**src/rtl/tsbus_arbiter.sv**
```systemverilog
// Round-robin arbiter sharing one tristate bus among four inverting buffer drivers.
// Registered active-low grants with a programmable break-before-make dead time and an optional hold limit.
module tsbus_arbiter #(
    parameter int unsigned DEAD    = 2,
    parameter int unsigned MAXHOLD = 16
) (
    input  logic       clk,
    input  logic       clr_,
    input  logic [3:0] req_,
    output logic [3:0] gnt_,
    output logic       busy,
    output logic [1:0] owner
);

    typedef enum logic [1:0] {
        IDLE,
        GRANT,
        TURN
    } state_t;

    localparam logic [3:0] DEAD_LAST = 4'(DEAD - 1);
    localparam logic       HOLD_EN   = (MAXHOLD != 0);
    localparam logic [7:0] HOLD_LAST = (MAXHOLD != 0) ? 8'(MAXHOLD - 1) : 8'd0;

    state_t     state_q, state_d;
    logic [3:0] gnt_q, gnt_d;
    logic       busy_q, busy_d;
    logic [1:0] owner_q, owner_d;
    logic [1:0] ptr_q, ptr_d;
    logic [7:0] hold_q, hold_d;
    logic [3:0] dead_q, dead_d;

    logic [1:0] win;
    logic [1:0] idx;
    logic       found;
    logic       any_req;
    logic       others_req;
    logic       start_grant;
    logic       end_grant;

    // First active request scanning upward from ptr with wrap.
    always_comb begin
        win   = ptr_q;
        idx   = ptr_q;
        found = 1'b0;
        for (int unsigned i = 0; i < 4; i++) begin
            idx = ptr_q + 2'(i);
            if (!found && !req_[idx]) begin
                win   = idx;
                found = 1'b1;
            end
        end
    end

    assign any_req    = ~&req_;
    assign others_req = |(~req_ & ~(4'b0001 << owner_q));

    always_comb begin
        state_d     = state_q;
        gnt_d       = gnt_q;
        busy_d      = busy_q;
        owner_d     = owner_q;
        ptr_d       = ptr_q;
        hold_d      = hold_q;
        dead_d      = dead_q;
        start_grant = 1'b0;
        end_grant   = 1'b0;

        case (state_q)
            IDLE: begin
                if (any_req) begin
                    start_grant = 1'b1;
                end
            end
            GRANT: begin
                hold_d = (hold_q == 8'hFF) ? hold_q : hold_q + 8'd1;
                if (req_[owner_q] || (HOLD_EN && (hold_q >= HOLD_LAST) && others_req)) begin
                    end_grant = 1'b1;
                end
            end
            TURN: begin
                if (dead_q == DEAD_LAST) begin
                    if (any_req) begin
                        start_grant = 1'b1;
                    end else begin
                        state_d = IDLE;
                    end
                end else begin
                    dead_d = dead_q + 4'd1;
                end
            end
            default: state_d = IDLE;
        endcase

        if (start_grant) begin
            state_d = GRANT;
            gnt_d   = ~(4'b0001 << win);
            owner_d = win;
            busy_d  = 1'b1;
            hold_d  = '0;
        end
        if (end_grant) begin
            state_d = TURN;
            gnt_d   = '1;
            busy_d  = 1'b0;
            ptr_d   = owner_q + 2'd1;
            dead_d  = '0;
        end
    end

    always_ff @(posedge clk or negedge clr_) begin
        if (!clr_) begin
            state_q <= IDLE;
            gnt_q   <= '1;
            busy_q  <= 1'b0;
            owner_q <= '0;
            ptr_q   <= '0;
            hold_q  <= '0;
            dead_q  <= '0;
        end else begin
            state_q <= state_d;
            gnt_q   <= gnt_d;
            busy_q  <= busy_d;
            owner_q <= owner_d;
            ptr_q   <= ptr_d;
            hold_q  <= hold_d;
            dead_q  <= dead_d;
        end
    end

    assign gnt_  = gnt_q;
    assign busy  = busy_q;
    assign owner = owner_q;

endmodule

```
**config.mk**
```make
export PLATFORM = sky130hd
export DESIGN_NAME = tsbus_arbiter
export DESIGN_NICKNAME = d
export VERILOG_FILES = /design/src/rtl/tsbus_arbiter.sv
export SDC_FILE = /design/constraint.sdc
export NUM_CORES = 1
export LEC_CHECK = 0
export CORE_MARGIN = 10
export CORE_UTILIZATION = 55
export DETAILED_ROUTE_END_ITERATION = 12
export PLACE_DENSITY = 0.84
export RECOVER_POWER = 25
export SYNTH_ARGS = -nofsm -noshare
export SYNTH_HDL_FRONTEND = slang
export SYNTH_SLANG_ARGS = --single-unit
```
**constraint.sdc**
```tcl
create_clock -name clk -period 2.5 [get_ports clk]
set_input_delay 0.25 -clock clk [delete_from_list [all_inputs] [get_ports clk]]
set_output_delay 0.25 -clock clk [all_outputs]
set_load 0.01 [all_outputs]
```
==> impl_metrics.py, run 1 <==
metrics = {
    "setup_path": {
        "reg2reg_slack_ns": 0.51,
        "worstRegToRegCells": 6,
        "reg2reg_to": "ptr_q[1]",
        "worstPathArrival_ns": 2.21,
        "cp_data_required_time_ns": 2.72,
        "worstPathMaxFanout": 9,
        "critical_path.endpoint_type": "register",
        "critical_path_class": "reg -> reg",
        "cp-start-kind": "register",
        "timing.rr.start": "owner[0]",
    },
    "sta": {
        "slew_viol_final": 0,
        "fin_skew_ns": 0.00686,
        "setup_viol": 0,
        "fin_crit_ns": 1.99,
        "finalCritPeriodShare_pct": 79.6,
        "setup_tns_ns": 0,
        "fmax_ghz": 0.502,
        "rsz0062_at_grt": "false",
        "relSlewSlack_pct": 19.1,
        "timing.hold.ws_ns": 0.522,
        "worstMarginPinSlew_ns": 1.21,
        "final-hold-violation-count": 0,
    },
    "clocking": {
        "htreeDepth": 1,
        "path_clk_slew_ns": 0.14,
        "post_cts.repair.setup_buffers": 0,
        "insertion_delay_ns": 0.32,
        "cts_sinks": 23,
        "root_buffer": "clkbuf_4",
        "tritoncts": "done",
        "cts.repair.resized": 0,
        "cts_buffers": 3,
        "cts_buffer_depth": 2,
        "postCtsHoldBufs": 0,
    },
    "global_route": {
        "first_global_vias": 1046,
        "grt_usage_pct": 13.3,
        "grt_max_degree": 24,
        "antenna_found_initial": 0,
        "grt-ovfl-total": 0,
        "grt_pass1_wl_mm": 4.91,
    },
    "detailed_routing": {
        "viasPerCell": 6.17,
        "wl_per_cell_um": 16.5,
        "num_vias": 1061,
        "drcViolationCount": 0,
        "wl_mm": 2.84,
        "first_pass_iters": 4,
        "drt_iter0_drc": 177,
        "postRouteAntennaNets": 0,
    },
    "die": {
        "die_area_sq_um": 4710,
        "die_w_um": 68.6,
        "die_y_um": 68.6,
        "start_util_pct": 58.2,
        "ioPinCount": 13,
        "rows": 17,
        "coreArea_sq_um": 2230,
    },
    "synth": {
        "synth_cell_types": 42,
        "yosys.area.top_type": "dfrtp_1",
        "synth_nets": 141,
        "synthFlopType": "dfrtp_1",
        "ys_top_cells_by_area": "dfrtp_1, dfstp_2, ha_1, nor2_1, o21ai_0",
        "synth_edf_count": 0,
        "ys_seq_area_share_pct": 44.7,
        "yosysTopAreaCellShare_pct": 36.6,
        "netlist_area_sq_um": 1300,
        "syn-mean-instance-area_sq_um": 10.1,
        "synth_seq_cells": 23,
        "yosysWarnings": 0,
        "synth_cells": 128,
        "async_flop_share_pct": 100,
    },
    "final_layout": {
        "area_delta_synth_final_pct": 13.7,
        "fillCellCount": 170,
        "antenna_cells": 0,
        "drive_gt1_share_pct": 11.8,
        "nets": 158,
    },
    "job": {
        "max_cap_viol_count": 0,
    },
    "pwr": {
        "swShare_pct": 41.5,
        "peakVddDrop_uv": 733,
        "p_int_uw": 918,
        "p_switching_uw": 651,
        "p_leak_uw": 0.000619,
        "combPwrFrac_pct": 47.9,
        "p_clk_share_pct": 11.6,
        "cellPowerDensity_nw_per_um2": 1060,
        "pwr-share-seq_pct": 40.5,
    },
    "hold_path": {
        "holdPathEnd": "busy",
        "hp-start": "busy",
        "min_path_type": "reg -> reg",
        "hold_depth": 2,
    },
    "place": {
        "port_buffers": 12,
        "gp_congestion": 0.763,
        "place_hpwl_mm": 2.11,
    },
    "status": {
        "status": "complete, no violations",
    },
}
-- layer usage --
layer / up-vias / track usage [%] / routed length (um)
li1: 500 / - / -
met1: 524 / 16.5 / 1250
met2: 30 / 21.7 / 1390
met3: 7 / 3.22 / 143
met4: 0 / 5.53 / 53
met5: - / 0 / 0
-- final cells by class --
class	count	area [sq um]	area share, %
clock buffers	3	22.5	1.53
clock inverters	1	5.00	0.339
inverters	7	26.3	1.78
multi-input cells	95	668	45.3
flip-flops and latches	23	581	39.3
well taps	28	35.0	2.37
repair buffers	15	139	9.41
-- cell families (layout without fill, tap and decap cells) --
logic type,Yosys count,after routing,synth area share [%]
xor+xnor,5,5,3.37
fa+ha+maj,7,7,6.74
buf+inv,10,26,3.85
flops,23,23,44.7
compound gates,33,33,17.6
mux,6,6,6.07
simple gates,44,44,17.6
-- power by group through the flow --
| stage | Combinational, uW | Sequential [uW] | Clock, uW |
|---|---|---|---|
| after floorplan | 506 | 631 | 0 |
| after detailed placement | 747 | 640 | 0 |
| after CTS | 756 | 633 | 184 |
| final | 751 | 635 | 182 |
| after global placement | 718 | 628 | 0 |
| after global routing | 836 | 654 | 193 |
-- state kept, by name, indices dropped and copies added, names as in the netlist --
name / count
hold_q: 8
dead_q: 4
gnt_: 4
owner: 2
ptr_q: 2
state_q: 2
busy: 1
-- metrics by stage --
stage | utilization [%] | setup slack [ns] | power, uW | instance area, sq um | std cells
6_report | 66.1 | 0.509 | 1570 | 1480 | 172
5_1_grt | 66.1 | 0.326 | 1680 | 1480 | 172
4_1_cts | 66.3 | 0.508 | 1570 | 1480 | 172
3_5_place_dp | 65.0 | 0.418 | 1390 | 1450 | 168
3_3_place_gp | 65.0 | 0.493 | 1350 | 1450 | 168
2_1_floorplan | - | 0.750 | 1140 | 1300 | 128
-- cells in the final DEF (no fill, tap or decap), types with 4 or more instances in the layout --
cell / n
o21a_1: 4
a21oi_1: 4
ha_1: 7
o21ai_0: 8
clkdlybuf4s50_1: 11
dfrtp_1: 19
inv_1: 7
dfstp_2: 4
nor2_1: 15
nand3_1: 4
-- synthesized netlist by cell type (3+ instances only) --
library cell	instances
a21oi_1	4
and3_1	3
dfrtp_1	19
dfstp_2	4
ha_1	7
inv_1	7
mux2i_1	3
nand2_1	3
nand3_1	4
nand4_1	3
nor2_1	15
nor3_1	3
o21a_1	4
o21ai_0	8
xnor2_1	3
-- worst max-delay path by stage --
stage / start / end / slack [ns] / cells after the start
floorplan: owner[0] / ptr_q[1] / 0.75 / 7
detailed placement: req_[1] / ptr_q[0] / 0.42 / 4
CTS: owner[0] / ptr_q[1] / 0.51 / 6
finish: owner[0] / ptr_q[1] / 0.51 / 6
global placement: req_[1] / ptr_q[1] / 0.49 / 4
global route: owner[0] / ptr_q[1] / 0.33 / 6
-- worst max-delay path: stages (launching register included) --
cell,delay (ns)
dfrtp_1,0.45
inv_1,0.13
ha_1,0.21
o22ai_1,0.19
a2bb2oi_1,0.24
o21a_1,0.35
mux2_4,0.33
(Power assumes the default switching activity.)
==> run 2: changes to the inputs <==
==> constraint.sdc (replaced) <==
create_clock -name clk -period 1.92 [get_ports clk]
set_input_delay 0.192 -clock clk [delete_from_list [all_inputs] [get_ports clk]]
set_output_delay 0.192 -clock clk [all_outputs]
set_load 0.01 [all_outputs]
==> impl_metrics.py, run 2 (synthesized netlist as in run 1, its figures left out) <==
metrics = {
    "sta": {
        "setup_tns_ns": 0,
        "setup_viol": 0,
        "finalCritPeriodShare_pct": 95.0,
        "rsz0062_at_grt": "false",
        "fin_crit_ns": 1.82,
        "final-hold-violation-count": 0,
        "relSlewSlack_pct": 18.9,
        "worstMarginPinSlew_ns": 1.22,
        "fmax_ghz": 0.549,
        "setup_slack_ns": 0.0969,
        "fin_skew_ns": 0.00188,
        "slew_viol_final": 0,
    },
    "final_layout": {
        "layout_common_cells": "dfrtp_1, nor2_1, clkdlybuf4s50_1",
        "utilization_pct": 68.2,
        "fillCellCount": 176,
        "largest_reg_flops": 8,
        "area_delta_synth_final_pct": 17.2,
        "nets": 162,
        "max_flop_register": "hold_q",
        "final_common_cell": "dfrtp_1",
        "drive_gt1_share_pct": 16.2,
        "antenna_cells": 0,
    },
    "clocking": {
        "cts_buffers": 3,
        "tritoncts": "done",
        "post_cts.repair.setup_buffers": 0,
        "cts_sinks": 23,
        "insertion_delay_ns": 0.30,
        "path_clk_slew_ns": 0.12,
        "root_buffer": "clkbuf_4",
        "htreeDepth": 1,
        "cts_buffer_depth": 2,
    },
    "pwr": {
        "combPwrFrac_pct": 50.2,
        "peakVddDrop_uv": 1000,
        "finalPower_uw": 2110,
        "p_leak_uw": 0.000642,
        "p_int_uw": 1270,
        "cellPowerDensity_nw_per_um2": 1390,
        "pwr-share-seq_pct": 39.5,
        "swShare_pct": 39.7,
        "p_switching_uw": 839,
        "p_clk_share_pct": 10.3,
    },
    "status": {
        "status": "complete, no violations",
    },
    "die": {
        "start_util_pct": 58.2,
        "die_w_um": 68.6,
        "die_y_um": 68.6,
        "coreArea_sq_um": 2230,
        "ioPinCount": 13,
        "die_area_sq_um": 4710,
        "rows": 17,
    },
    "detailed_routing": {
        "viasPerCell": 5.86,
        "drt_iter0_drc": 49,
        "first_pass_iters": 4,
        "wl_mm": 2.70,
        "drcViolationCount": 0,
        "num_vias": 1031,
        "postRouteAntennaNets": 0,
        "wl_per_cell_um": 15.3,
    },
    "global_route": {
        "gr-usage-met3_pct": 3.70,
        "grt-ovfl-total": 0,
        "grt_most_used_layer": "met2",
        "grt_pass1_wl_mm": 4.79,
        "grt_usage_pct": 13.1,
        "first_global_vias": 1055,
        "grt_max_degree": 24,
        "use_met1_pct": 15.0,
        "antenna_found_initial": 0,
        "met2_usage_pct": 22.6,
    },
    "job": {
        "max_cap_viol_count": 0,
    },
    "setup_path": {
        "reg2reg_slack_ns": 0.1,
        "reg2reg_to": "ptr_q[1]",
        "critical_path.endpoint_type": "register",
        "cp_cell_sequence": "inv_1 -> ha_1 -> o22ai_1 -> a2bb2oi_1 -> o21a_1 -> mux2_4",
        "slowest_delay_ns": 0.43,
        "worstPathArrival_ns": 2.02,
        "cp_data_required_time_ns": 2.12,
        "worstRegToRegCells": 6,
        "timing.rr.start": "owner[0]",
        "worstPathMaxFanout": 5,
        "cp-start-kind": "register",
        "cp_slowest_cell": "dfrtp_2",
        "critical_path_class": "reg -> reg",
    },
    "place": {
        "port_buffers": 12,
        "place_ws_ns": 0.0189,
        "place_hpwl_mm": 2.15,
        "gp_congestion": 0.779,
    },
    "hold_path": {
        "hold_depth": 2,
        "min_path_type": "reg -> reg",
        "holdPathEnd": "busy",
        "hp-start": "busy",
    },
}
[run 2: cell types whose count changed in the layout (fill, tap and decap cells not counted), sizes merged]
cell  delta
buf      +4
[run 2: power by group through the flow]
stage / registers (uW) / logic [uW] / clock network [uW]
2_1_floorplan: 821 / 658 / 0
3_3_place_gp: 817 / 995 / 0
3_5_place_dp: 831 / 1030 / 0
4_1_cts: 822 / 1040 / 225
5_1_grt: 863 / 1180 / 242
6_report: 834 / 1060 / 217
[run 2: how the worst max path moves through the flow]
stage / cells past startpoint / startpoint / slack, ns / endpoint
4_1_cts: 6 / owner[0] / 0.05 / ptr_q[1]
6_report: 6 / owner[0] / 0.1 / ptr_q[1]
5_1_grt: 7 / dead_q[1] / 0.03 / gnt_[0]
3_3_place_gp: 4 / req_[1] / 0.08 / ptr_q[0]
3_5_place_dp: 4 / req_[2] / 0.02 / ptr_q[0]
2_1_floorplan: 7 / owner[0] / 0.17 / ptr_q[1]
[run 2: repair_timing]
action,in CTS,in global routing
endpoints found under the setup margin,0,6
gates resized for setup,0,5
hold buffers,0,0
[run 2: layer usage]
layer  vias to the layer above  part of all wire, %
li1                        509                    -
met1                       494                   42
met2                        24                   51
met3                         4                  5.7
met4                         0                  1.3
met5                         -                    0
[run 2: stage by stage]
step	hold slack, ns	cell area, sq um	cells
6_report	0.520	1520	176
5_1_grt	0.581	1520	176
4_1_cts	0.219	1510	176
3_5_place_dp	0.503	1480	172
3_3_place_gp	0.489	1480	172
2_1_floorplan	-0.104	1300	128
[run 2: final cells by class]
cell class              count  area, sq um  area share [%]
inverters                   7         26.3            1.73
well taps                  28         35.0            2.30
clock inverters             1         5.00           0.329
multi-input cells          95          678            44.5
clock buffers               3         22.5            1.48
flip-flops and latches     23          583            38.3
repair buffers             19          173            11.3
[run 2: critical path, delay by kind of cell, from the launching register on]
kind	cells	cell delay [ns]
compound gates	3	0.68
flops	1	0.43
mux	1	0.30
fa+ha+maj	1	0.20
buf+inv	1	0.11
==> run 3: changes to the inputs <==
--- a/config.mk
+++ b/config.mk
@@ -8,6 +8,7 @@
 export CORE_MARGIN = 10
 export CORE_UTILIZATION = 55
 export DETAILED_ROUTE_END_ITERATION = 12
+export HOLD_SLACK_MARGIN = 0.12
 export PLACE_DENSITY = 0.84
 export RECOVER_POWER = 25
 export SYNTH_ARGS = -nofsm -noshare
==> results of run 3 <==
Final layout, timing and power as in run 2 (identical DEF).
